===== src/rtl/excess3_to_bcd_serial_if.sv =====
// Handshake bundle for the serial Excess-3 to BCD decoder: word input side and result side.
interface excess3_to_bcd_serial_if #(
  parameter int unsigned NDIG = 4
);
  logic                in_valid;
  logic                in_ready;
  logic [4*NDIG-1:0]   in_xs3;
  logic                out_valid;
  logic                out_ready;
  logic [4*NDIG-1:0]   out_bcd;
  logic [NDIG-1:0]     out_err;
  logic                out_any_err;

  // Producer/consumer side (drives words in, takes results out)
  modport master (
    output in_valid,
    input  in_ready,
    output in_xs3,
    input  out_valid,
    output out_ready,
    input  out_bcd,
    input  out_err,
    input  out_any_err
  );

  // Decoder side
  modport slave (
    input  in_valid,
    output in_ready,
    input  in_xs3,
    output out_valid,
    input  out_ready,
    output out_bcd,
    output out_err,
    output out_any_err
  );
endinterface


===== src/rtl/excess3_to_bcd_serial.sv =====
// Decodes an NDIG-digit Excess-3 word to packed BCD one digit per clock, LSD first,
// flagging illegal codes per digit. Valid/ready on both sides; no overlap of accept and output.
module excess3_to_bcd_serial #(
  parameter int unsigned NDIG = 4
) (
  input  logic                          clk,
  input  logic                          rst,
  excess3_to_bcd_serial_if.slave        bus
);

  localparam int unsigned IdxW = (NDIG > 1) ? $clog2(NDIG) : 1;
  localparam logic [IdxW-1:0] LastIdx = IdxW'(NDIG - 1);

  typedef enum logic [1:0] {StIdle, StConv, StDone} state_e;

  state_e                 state_q, state_d;
  logic [IdxW-1:0]        idx_q, idx_d;
  logic [NDIG-1:0][3:0]   word_q, word_d;
  logic [NDIG-1:0][3:0]   bcd_q, bcd_d;
  logic [NDIG-1:0]        err_q, err_d;
  logic [3:0]             digit;

  always_comb begin
    state_d = state_q;
    idx_d   = idx_q;
    word_d  = word_q;
    bcd_d   = bcd_q;
    err_d   = err_q;
    digit   = word_q[idx_q];

    unique case (state_q)
      StIdle: begin
        if (bus.in_valid) begin
          word_d  = bus.in_xs3;
          bcd_d   = '0;
          err_d   = '0;
          idx_d   = '0;
          state_d = StConv;
        end
      end
      StConv: begin
        // Legal Excess-3 codes are 3..12; anything else decodes to 0 with its error bit set
        if ((digit >= 4'd3) && (digit <= 4'd12)) begin
          bcd_d[idx_q] = digit - 4'd3;
          err_d[idx_q] = 1'b0;
        end else begin
          bcd_d[idx_q] = 4'h0;
          err_d[idx_q] = 1'b1;
        end
        if (idx_q == LastIdx) begin
          state_d = StDone;
        end else begin
          idx_d = idx_q + 1'b1;
        end
      end
      StDone: begin
        if (bus.out_ready) begin
          state_d = StIdle;
        end
      end
      default: state_d = StIdle;
    endcase
  end

  always_ff @(posedge clk) begin
    if (rst) begin
      state_q <= StIdle;
      idx_q   <= '0;
      word_q  <= '0;
      bcd_q   <= '0;
      err_q   <= '0;
    end else begin
      state_q <= state_d;
      idx_q   <= idx_d;
      word_q  <= word_d;
      bcd_q   <= bcd_d;
      err_q   <= err_d;
    end
  end

  // in_ready is held low while reset is asserted, even if the state register still reads idle
  assign bus.in_ready    = (state_q == StIdle) && !rst;
  assign bus.out_valid   = (state_q == StDone);
  assign bus.out_bcd     = bcd_q;
  assign bus.out_err     = err_q;
  assign bus.out_any_err = |err_q;

endmodule


===== src/flat_wrapper.sv =====
// flat-port wrapper written by rule: the top's interface ports become plain ports
module excess3_to_bcd_serial_flat 
#(
  parameter int unsigned NDIG = 4
)
  (clk, rst, bus_in_valid, bus_in_ready, bus_in_xs3, bus_out_valid, bus_out_ready, bus_out_bcd, bus_out_err, bus_out_any_err);
  excess3_to_bcd_serial_if #(.NDIG(NDIG)) bus_i ();
  input  logic clk;
  input  logic rst;
  input wire logic [$bits(bus_i.in_valid)-1:0] bus_in_valid;
  output wire logic [$bits(bus_i.in_ready)-1:0] bus_in_ready;
  input wire logic [$bits(bus_i.in_xs3)-1:0] bus_in_xs3;
  output wire logic [$bits(bus_i.out_valid)-1:0] bus_out_valid;
  input wire logic [$bits(bus_i.out_ready)-1:0] bus_out_ready;
  output wire logic [$bits(bus_i.out_bcd)-1:0] bus_out_bcd;
  output wire logic [$bits(bus_i.out_err)-1:0] bus_out_err;
  output wire logic [$bits(bus_i.out_any_err)-1:0] bus_out_any_err;
  assign bus_i.in_valid = bus_in_valid;
  assign bus_in_ready = bus_i.in_ready;
  assign bus_i.in_xs3 = bus_in_xs3;
  assign bus_out_valid = bus_i.out_valid;
  assign bus_i.out_ready = bus_out_ready;
  assign bus_out_bcd = bus_i.out_bcd;
  assign bus_out_err = bus_i.out_err;
  assign bus_out_any_err = bus_i.out_any_err;
  excess3_to_bcd_serial #(.NDIG(NDIG)) u_core (.clk(clk), .rst(rst), .bus(bus_i));
endmodule

===== config.mk =====
export PLATFORM = sky130hd
export DESIGN_NAME = excess3_to_bcd_serial_flat
export DESIGN_NICKNAME = d
export VERILOG_FILES = /design/src/rtl/excess3_to_bcd_serial_if.sv /design/src/rtl/excess3_to_bcd_serial.sv /design/src/flat_wrapper.sv
export SDC_FILE = /design/constraint.sdc
export NUM_CORES = 1
export LEC_CHECK = 0
export ABC_CLOCK_PERIOD_IN_PS = 4670
export CELL_PAD_IN_SITES_DETAIL_PLACEMENT = 1
export CELL_PAD_IN_SITES_GLOBAL_PLACEMENT = 1
export CORE_MARGIN = 2
export CORE_UTILIZATION = 40
export CTS_BUF_LIST = sky130_fd_sc_hd__clkbuf_2
export DETAILED_ROUTE_END_ITERATION = 12
export PLACE_DENSITY_LB_ADDON = 0.1
export SYNTH_ARGS = -nofsm -noshare
export SYNTH_HDL_FRONTEND = slang
export SYNTH_SLANG_ARGS = --single-unit
export TNS_END_PERCENT = 100

===== constraint.sdc =====
create_clock -name clk -period 4.67 [get_ports clk]
set_clock_uncertainty 0.2 [all_clocks]
set_input_delay 0.467 -clock clk [delete_from_list [all_inputs] [get_ports clk]]
set_output_delay 0.467 -clock clk [all_outputs]
set_load 0.1 [all_outputs]

# --- Yosys cells after proc, flatten, opt, wreduce, memory -nomap -nowiden ---
# Cells that the tools add are included.
word_totals:
  in_bits: 20
  mem_bits_ro: 0
  ff_bits: 40
  latch_bits: 0
  out_inout_bits: 23
  word_cells: 60
  memories: 0
  ram_bits: 0
classes:
  n_mul: 0
  shifts: 0
  bitwise: 5
  n_addsub: 2
  order_cmp: 4
  n_reduce_logical: 11
  div: 0
  eq_ne: 7
  n_mux: 20
ops:
  columns: ["operator", "count"]
  rows:
  - ["16-bit 2-to-1 mux", 2]
  - ["16-bit case mux with 2 select lines", 1]
  - ["16-bit AND", 1]
  - ["16-bit bitwise mux", 1]
  - ["4-bit 2-to-1 mux", 4]
  - ["16-bit inverter", 1]
  - ["2-bit 2-to-1 mux", 5]
  - ["4-bit binary-select mux with 2-bit select", 1]
  - ["4-bit demux with 2-bit select", 1]
  - ["4-bit case mux with 2 select lines", 1]
  - ["2-bit case mux with 3 select lines", 1]
  - ["3-bit AND reduction", 2]
  - ["4-bit AND", 1]
  - ["2-bit == test (second input constant)", 2]
  - ["4-bit by 2-bit >= comparator with 1-bit output (second input constant)", 1]
  - ["4-bit less-or-equal comparator (second input constant)", 1]
  - ["2-bit by 1-bit inequality test with 1-bit output (second input constant)", 2]
  - ["2-bit inequality test (second input constant)", 2]
  - ["4-bit inverter", 1]
  - ["4-bit bitwise OR", 1]
  - ["2-bit case mux with 2 select lines", 1]
  - ["2-bit AND reduction", 2]
  - ["4-bit OR reduction", 1]
  - ["4-bit by 2-bit subtractor with 4-bit output (second input constant)", 1]
  - ["other kinds (10)", 12]

# --- Longest topological paths before layout ---
logic_depth:
  depth_word: 8
  mapped_depth: 7
  ltp_nobuf: 6

# --- Least setup slack after synthesis ---
# OpenSTA, ideal clock, no wires.
synth_path:
  path_kind: "input to output"
  start: "in rst"
  end: "out bus_in_ready"
  t_required_ps: 4003
  path_stages: 3
  t_arrival_ps: 2866
  slack_ps: 1137
  n_path_buf: 2
  cell_sequence: "clkbuf_1 clkbuf_1 nor3_1"
synth_via:
  elab_chain_cells: 2
synth_rtl:
  columns: ["item", "line_no", "source"]
  rows:
  - ["from (decl)", "flat_wrapper.sv:9", "input logic rst;"]
  - ["1-bit zero test", "excess3_to_bcd_serial.sv:82", "assign bus.in_ready = (state_q == StIdle) && !rst;"]
  - ["1-bit logical AND", "excess3_to_bcd_serial.sv:82", null]
  - ["to (decl)", "flat_wrapper.sv:11", "output wire logic [$bits(bus_i.in_ready)-1:0] bus_in_ready;"]
# No other way between the ends.

# --- Final worst setup path ---
layout_path:
  start: "reg u_core.state_q[1]"
  end: "out bus_out_valid"
layout_via:
  elab_chain_cells: 1
layout_rtl:
  columns: ["item", "line_no", "source"]
  rows:
  - ["from (decl)", "excess3_to_bcd_serial.sv:16", "state_e state_q, state_d;"]
  - ["from (signal assigned)", "excess3_to_bcd_serial.sv:67", "state_q <= StIdle;"]
  - ["from (signal assigned)", "excess3_to_bcd_serial.sv:73", "state_q <= state_d;"]
  - ["2-bit == test", "excess3_to_bcd_serial.sv:83", "assign bus.out_valid = (state_q == StDone);"]
  - ["to (decl)", "flat_wrapper.sv:13", "output wire logic [$bits(bus_i.out_valid)-1:0] bus_out_valid;"]
# No other way between the ends.

==> reports/qor.yml <==
route:
  drc: 0
  dr.pass1.iters: 4
  post_drt_via_cell_ratio: 5.47
  detail-route-antenna-nets: 0
  first_iter_violations: 53
  wl_mm: 4.39
  wire_per_inst_um: 15.0
  vias: 1598
job:
  maxCapViolCount: 0
yosys:
  async_reset_ff_share_pct: 0
  synth_ff_type: "dfxtp_1"
  synth-seq-cells: 40
  syn-num-nets: 229
  syn_area_per_cell_sq_um: 8.75
  yosysSeqAreaShare_pct: 45.1
  yosysWarnings: 0
  synth_edf_count: 0
  synth_area_sq_mm: 0.00178
  ys_types: 30
  syn_inst: 203
power:
  pwr_density_cell_mw_per_mm2: 289
  peakVddDrop_uv: 116
  p_leak_nw: 0.809
timing:
  timing.fmax_mhz: 343
  drv_slew: 0
  grt_setup_unrepaired: "false"
  finalHoldViolCount: 0
  period_share_pct: 62.5
  fin_tns_setup_ns: 0
  worst_slew_pin_slew_ns: 1.07
  holdWs_ns: 0.269
  fin_crit_ns: 2.92
  slew_headroom_pct: 28.5
  setup_viol: 0
global_route:
  grt_antenna_before_repair: 0
  grt_remaining_overflow: 0
  grt_pass1_vias: 1606
  grt_usage_pct: 18.6
  grt_pass1_wl_mm: 7.45
  grt_start_max_net_pins: 36
final_layout:
  fin_nets: 266
  final_common_cell: "nand2_1"
  layout_common_cells: "nand2_1 (49), clkdlybuf4s50_1 (41), dfxtp_1 (40), a21oi_1 (18), nor2_1 (15)"
  drive_gt1_share_pct: 6.67
  syn_to_final_growth_pct: 25.8
  fin_area_sq_mm: 0.00224
  num_antenna_cells: 0
critical_path:
  r2r_start: "u_core.idx_q[1]"
  worstPathMaxFanout: 8
  crit_chain: "nor2b_1, clkdlybuf4s50_1"
  critPathKind: "reg2out"
  cp_num_buf_inv: 1
  cp_top_family: "buffers and inverters"
  worst_path_max_delay_cell: "clkdlybuf4s50_1"
  critPathLaunchType: "flop"
  worstPathRequired_ns: 4.00
  end_kind: "output pin"
  crit_arrival_ns: 2.25
  max_stage_delay_ns: 1.17
  setup.worst_path.start: "u_core.state_q[1]"
floorplan:
  core_area_sq_mm: 0.00432
  initial_core_util_pct: 41.1
  dieArea_sq_mm: 0.00499
  die_y_um: 70.6
  pin_count: 43
  die_x_um: 70.6
  row_count: 24
run_status:
  status: "finished clean"
clock_network:
  clk_latency_ns: 0.38
  cts_setup_buffers: 0
  cts_buffer_depth: 2
  cts_buffers: 5
  cts_resized: 0
  numClockSinks: 40
  clk_pin_slew_ns: 0.18
  cts_tree: "yes"
  root_buffer: "clkbuf_2"
  cts_hold_buf: 0
  htree_num_levels: 2
worst_hold_path:
  hp-class: "reg2reg"
  min_from: "u_core.word_q[6]"
placement:
  dpl.hpwl_mm: 3.38
  gp_congestion: 0.752
  port_buffers: 42
  place_area_sq_mm: 0.00220
[cell type report]
cell class | instances | area, sq um
Clock buffer | 5 | 25.0
Clock inverter | 2 | 7.51
Fill cell | 505 | 2090
Inverter | 7 | 26.3
Multi-Input combinational cell | 143 | 886
Sequential cell | 40 | 801
Tap cell | 52 | 65.1
Timing Repair Buffer | 43 | 425
[final timing paths]
| path | end | slack, ns | cells after the start |
|---|---|---|---|
| setup reg to reg | u_core.bus.out_bcd[10] | 2.09 | 5 |
| setup / recovery | bus_out_valid | 1.75 | 2 |
| hold reg to reg | u_core.word_q[6] | 0.27 | 2 |
| hold / removal | u_core.word_q[6] | 0.27 | 2 |
[cell families after synthesis]
group	Yosys count	share of synthesized area, %
simple gates	88	23.0
compound gates	44	17.0
flops	40	45.1
buf+inv	20	5.07
fa+ha+maj	6	4.23
mux	5	5.63
[report_power, final]
part | internal [mW] | switching [mW] | total [mW]
registers | 0.356 | 0.0108 | 0.366
clock network | 0.0309 | 0.107 | 0.138
logic | 0.0492 | 0.0928 | 0.142
total | 0.436 | 0.211 | 0.646
[cells in the mapped netlist, types with 2 or more instances]
cell | n | share of area, %
nor2_1 | 15 | 3.2
o21ai_0 | 7 | 2.0
nor3_1 | 2 | 0.56
nor2b_1 | 3 | 1.1
a221oi_1 | 8 | 3.9
nand2b_1 | 3 | 1.1
nand2_1 | 49 | 10
a21oi_1 | 18 | 5.1
mux4_2 | 4 | 5.1
nor3b_1 | 2 | 0.84
nand3_1 | 6 | 1.7
inv_1 | 7 | 1.5
a32o_1 | 7 | 3.9
ha_1 | 6 | 4.2
buf_6 | 2 | 1.3
dfxtp_1 | 40 | 45
clkbuf_1 | 11 | 2.3
[worst reg2reg max path, delay by kind of cell, from the launching register on]
| family | cells | cell delay, ns |
|---|---|---|
| muxes | 1 | 0.62 |
| and+or+nand+nor | 2 | 0.54 |
| AOI/OAI and AO/OA | 1 | 0.28 |
| adders and majority gates | 1 | 0.27 |
| DFF | 1 | 0.58 |
[stage by stage]
stage               total power, mW  utilization, %  cells  setup WS [ns]
global route                  0.678            51.7    292           1.64
global placement              0.510            51.0    285           1.90
finish                        0.646            51.7    292           1.75
CTS                           0.653            51.7    292           1.71
floorplan                     0.473               -    203           1.14
detailed placement            0.516            51.0    285           1.75
[metal layers]
metal  wire length [um]  GRT usage (%)  part of all wire, %
met5                  0              0                    0
met4                 59           5.66                  1.3
met3                200           4.84                  4.6
met2               2310           35.5                   53
met1               1820           20.1                   41
[sequential cells by signal, summed over array words and instances (netlist names)]
register and cells:
u_core.word_q 16, u_core.bus.out_err 4, u_core.bus.out_bcd 16, u_core.state_q 2, u_core.idx_q 2
No activity file was read; power rests on OpenSTA's default activity.
==> RTL change (same flow settings) <==
`NDIG` is set to 4 in 3 places; all go to 8.
--- a/src/rtl/excess3_to_bcd_serial_if.sv
+++ b/src/rtl/excess3_to_bcd_serial_if.sv
@@ -2,3 +2,3 @@
 interface excess3_to_bcd_serial_if #(
-  parameter int unsigned NDIG = 4
+  parameter int unsigned NDIG = 8
 );
--- a/src/rtl/excess3_to_bcd_serial.sv
+++ b/src/rtl/excess3_to_bcd_serial.sv
@@ -3,3 +3,3 @@
 module excess3_to_bcd_serial #(
-  parameter int unsigned NDIG = 4
+  parameter int unsigned NDIG = 8
 ) (
--- a/src/flat_wrapper.sv
+++ b/src/flat_wrapper.sv
@@ -3,3 +3,3 @@
 #(
-  parameter int unsigned NDIG = 4
+  parameter int unsigned NDIG = 8
 )
Interface: changed (resized bus_in_xs3, bus_out_bcd and bus_out_err); port bits go from 43 to 79. The function was not compared with the original's and may differ.
==> RTL change against the original RTL <==
Fmax shrank 15%; combinational power increased by 87%; hold slack worse by 0.062 ns; area after synthesis up 110%; global-route usage increased by 4.0 points; wire length is 140% higher; utilization shrank 1.4 points; sequential cell count is 37 higher; worst setup slack worse by 0.53 ns; cell area rose by 110%; count of clock-buffer cells in the layout rose by 6; total power rose by 120%; final cell count rose by 110%; largest cell class unchanged.
==> RTL change: results (changes against the original RTL) <==
{| class="wikitable"
! Metric !! Value
|-
| Run status || finished clean
|-
| HP Start || rst
|-
| Fraction of cell area in non-clock buffers || 17.5% (-1.5 points)
|-
| Via count of the first global-routing pass || 3485 (+120%)
|-
| Port Buf Inserts || 78 (+86%)
|-
| Clock Latency Late Sink || 0.53 ns (+0.15 ns)
|-
| Clock slew seen by the registers of the worst setup and hold paths || 0.21 ns (+0.03 ns)
|-
| Number of combinational gates with multiple inputs || 319 (+120%)
|-
| Placement-stage worst setup slack || 1.28 ns (-0.465 ns)
|-
| Max-Slew Margin vs Limit || 28.6% (+0.12 points)
|-
| Global-route wire length before repair || 17800 um (+140%)
|-
| Leakage component of the power || 1.59 nW (+96%)
|-
| Hold crit path type || in -> reg
|-
| Plain + repair buffers || 82 (+91%)
|-
| GPL Wtd Cong || 0.883 (+18%)
|-
| Count of H-tree levels built during CTS || 3 (+1)
|-
| Cell types occupying the most area after synthesis || dfxtp_1 41%, nand2_1 10%, a21oi_1 6.6%
|-
| Number of clock buffer instances in the layout || 11 (+6)
|-
| Reg2Reg Setup Slack || 1.22 ns (-0.87 ns)
|-
| Kind of cell with the highest combined delay on the critical path || compound AO/OA/AOI/OAI gates
|-
| Initial DRC count || 130 (+150%)
|-
| Fraction of standard cell area that is sequential || 33.5% (-2.3 points)
|-
| Sequential fraction of the synthesis area || 41.4% (-3.7 points)
|-
| Peak VDD IR || 179 uV (+55%)
|-
| Filler cell count || 1102 (+120%)
|-
| Invs w/o clock || 10 (+3)
|-
| Fraction of area in clock buffers and inverters || 3.35% (+1.9 points)
|-
| Cells on worst reg2reg path || 10 (+5)
|-
| CTS Buf Count || 9 (+4)
|-
| Share of post-route cells with drive strength above 1 || 8.73% (+2.1 points)
|-
| Placed wire-length estimate || 7710 um (+130%)
|-
| Largest driver fanout on the critical path || 35 (+27)
|-
| Post-Syn Nets || 479 (+110%)
|-
| Hold worst-path end || u_core.bus.out_bcd[10]
|-
| Number of different library cells in the post-synthesis netlist || 49 (+63%)
|-
| Critical R2R Capture || u_core.bus.out_bcd[11]
|}
## RTL change: cell types whose count changed in the layout (fill, tap and decap cells not counted), moves of 7 or more
cell / change
nand2_1: +50
dfxtp_1: +37
clkdlybuf4s50_1: +36
a21oi_1: +31
mux2i_1: +19
a22oi_1: +17
nor2_1: +12
o32ai_1: +11
a221oi_1: -8
a32o_1: -7
## RTL change: per-layer routing
layer  vias up  global-route usage [%]  share of wire (%)
met5         -                       0                  0
met4         0                    8.01                1.4
met3        14                    3.47                3.9
met1      1677                    32.4                 49
met2        76                    34.6                 45
li1       1664                       -                  -
## RTL change: how the worst max path moves through the flow
stage	startpoint	end	slack, ns
2_1_floorplan	rst	bus_in_ready	1.12
3_3_place_gp	u_core.idx_q[2]	u_core.bus.out_bcd[19]	1.40
3_5_place_dp	u_core.idx_q[2]	u_core.bus.out_bcd[19]	1.28
4_1_cts	u_core.idx_q[2]	u_core.bus.out_bcd[11]	1.25
5_1_grt	u_core.idx_q[2]	u_core.bus.out_bcd[11]	0.99
6_report	u_core.idx_q[2]	u_core.bus.out_bcd[11]	1.22
## RTL change: through the flow
stage	cell area, um^2	cells	hold slack, ns	total power [W]	utilization [%]
after floorplan	3730	439	0.232	0.000893	-
after global placement	4450	599	0.243	0.000970	48.6
after detailed placement	4450	599	0.251	0.000974	48.6
after CTS	4600	615	0.157	0.00144	50.3
after global routing	4600	615	0.167	0.00149	50.3
final	4600	615	0.207	0.00143	50.3
## RTL change: logic make-up after synthesis
logic type	count (synthesis)	synth area share, %
compound gates	115	22.8
fa+ha+maj	4	1.34
buf+inv	43	7.02
flops	77	41.4
mux	22	6.14
simple gates	178	21.3
## RTL change: report_power, final
part           internal (W)  switching [W]
combinational     0.0000915       0.000174
clock              0.000233       0.000234
sequential         0.000680      0.0000158
total               0.00100       0.000423
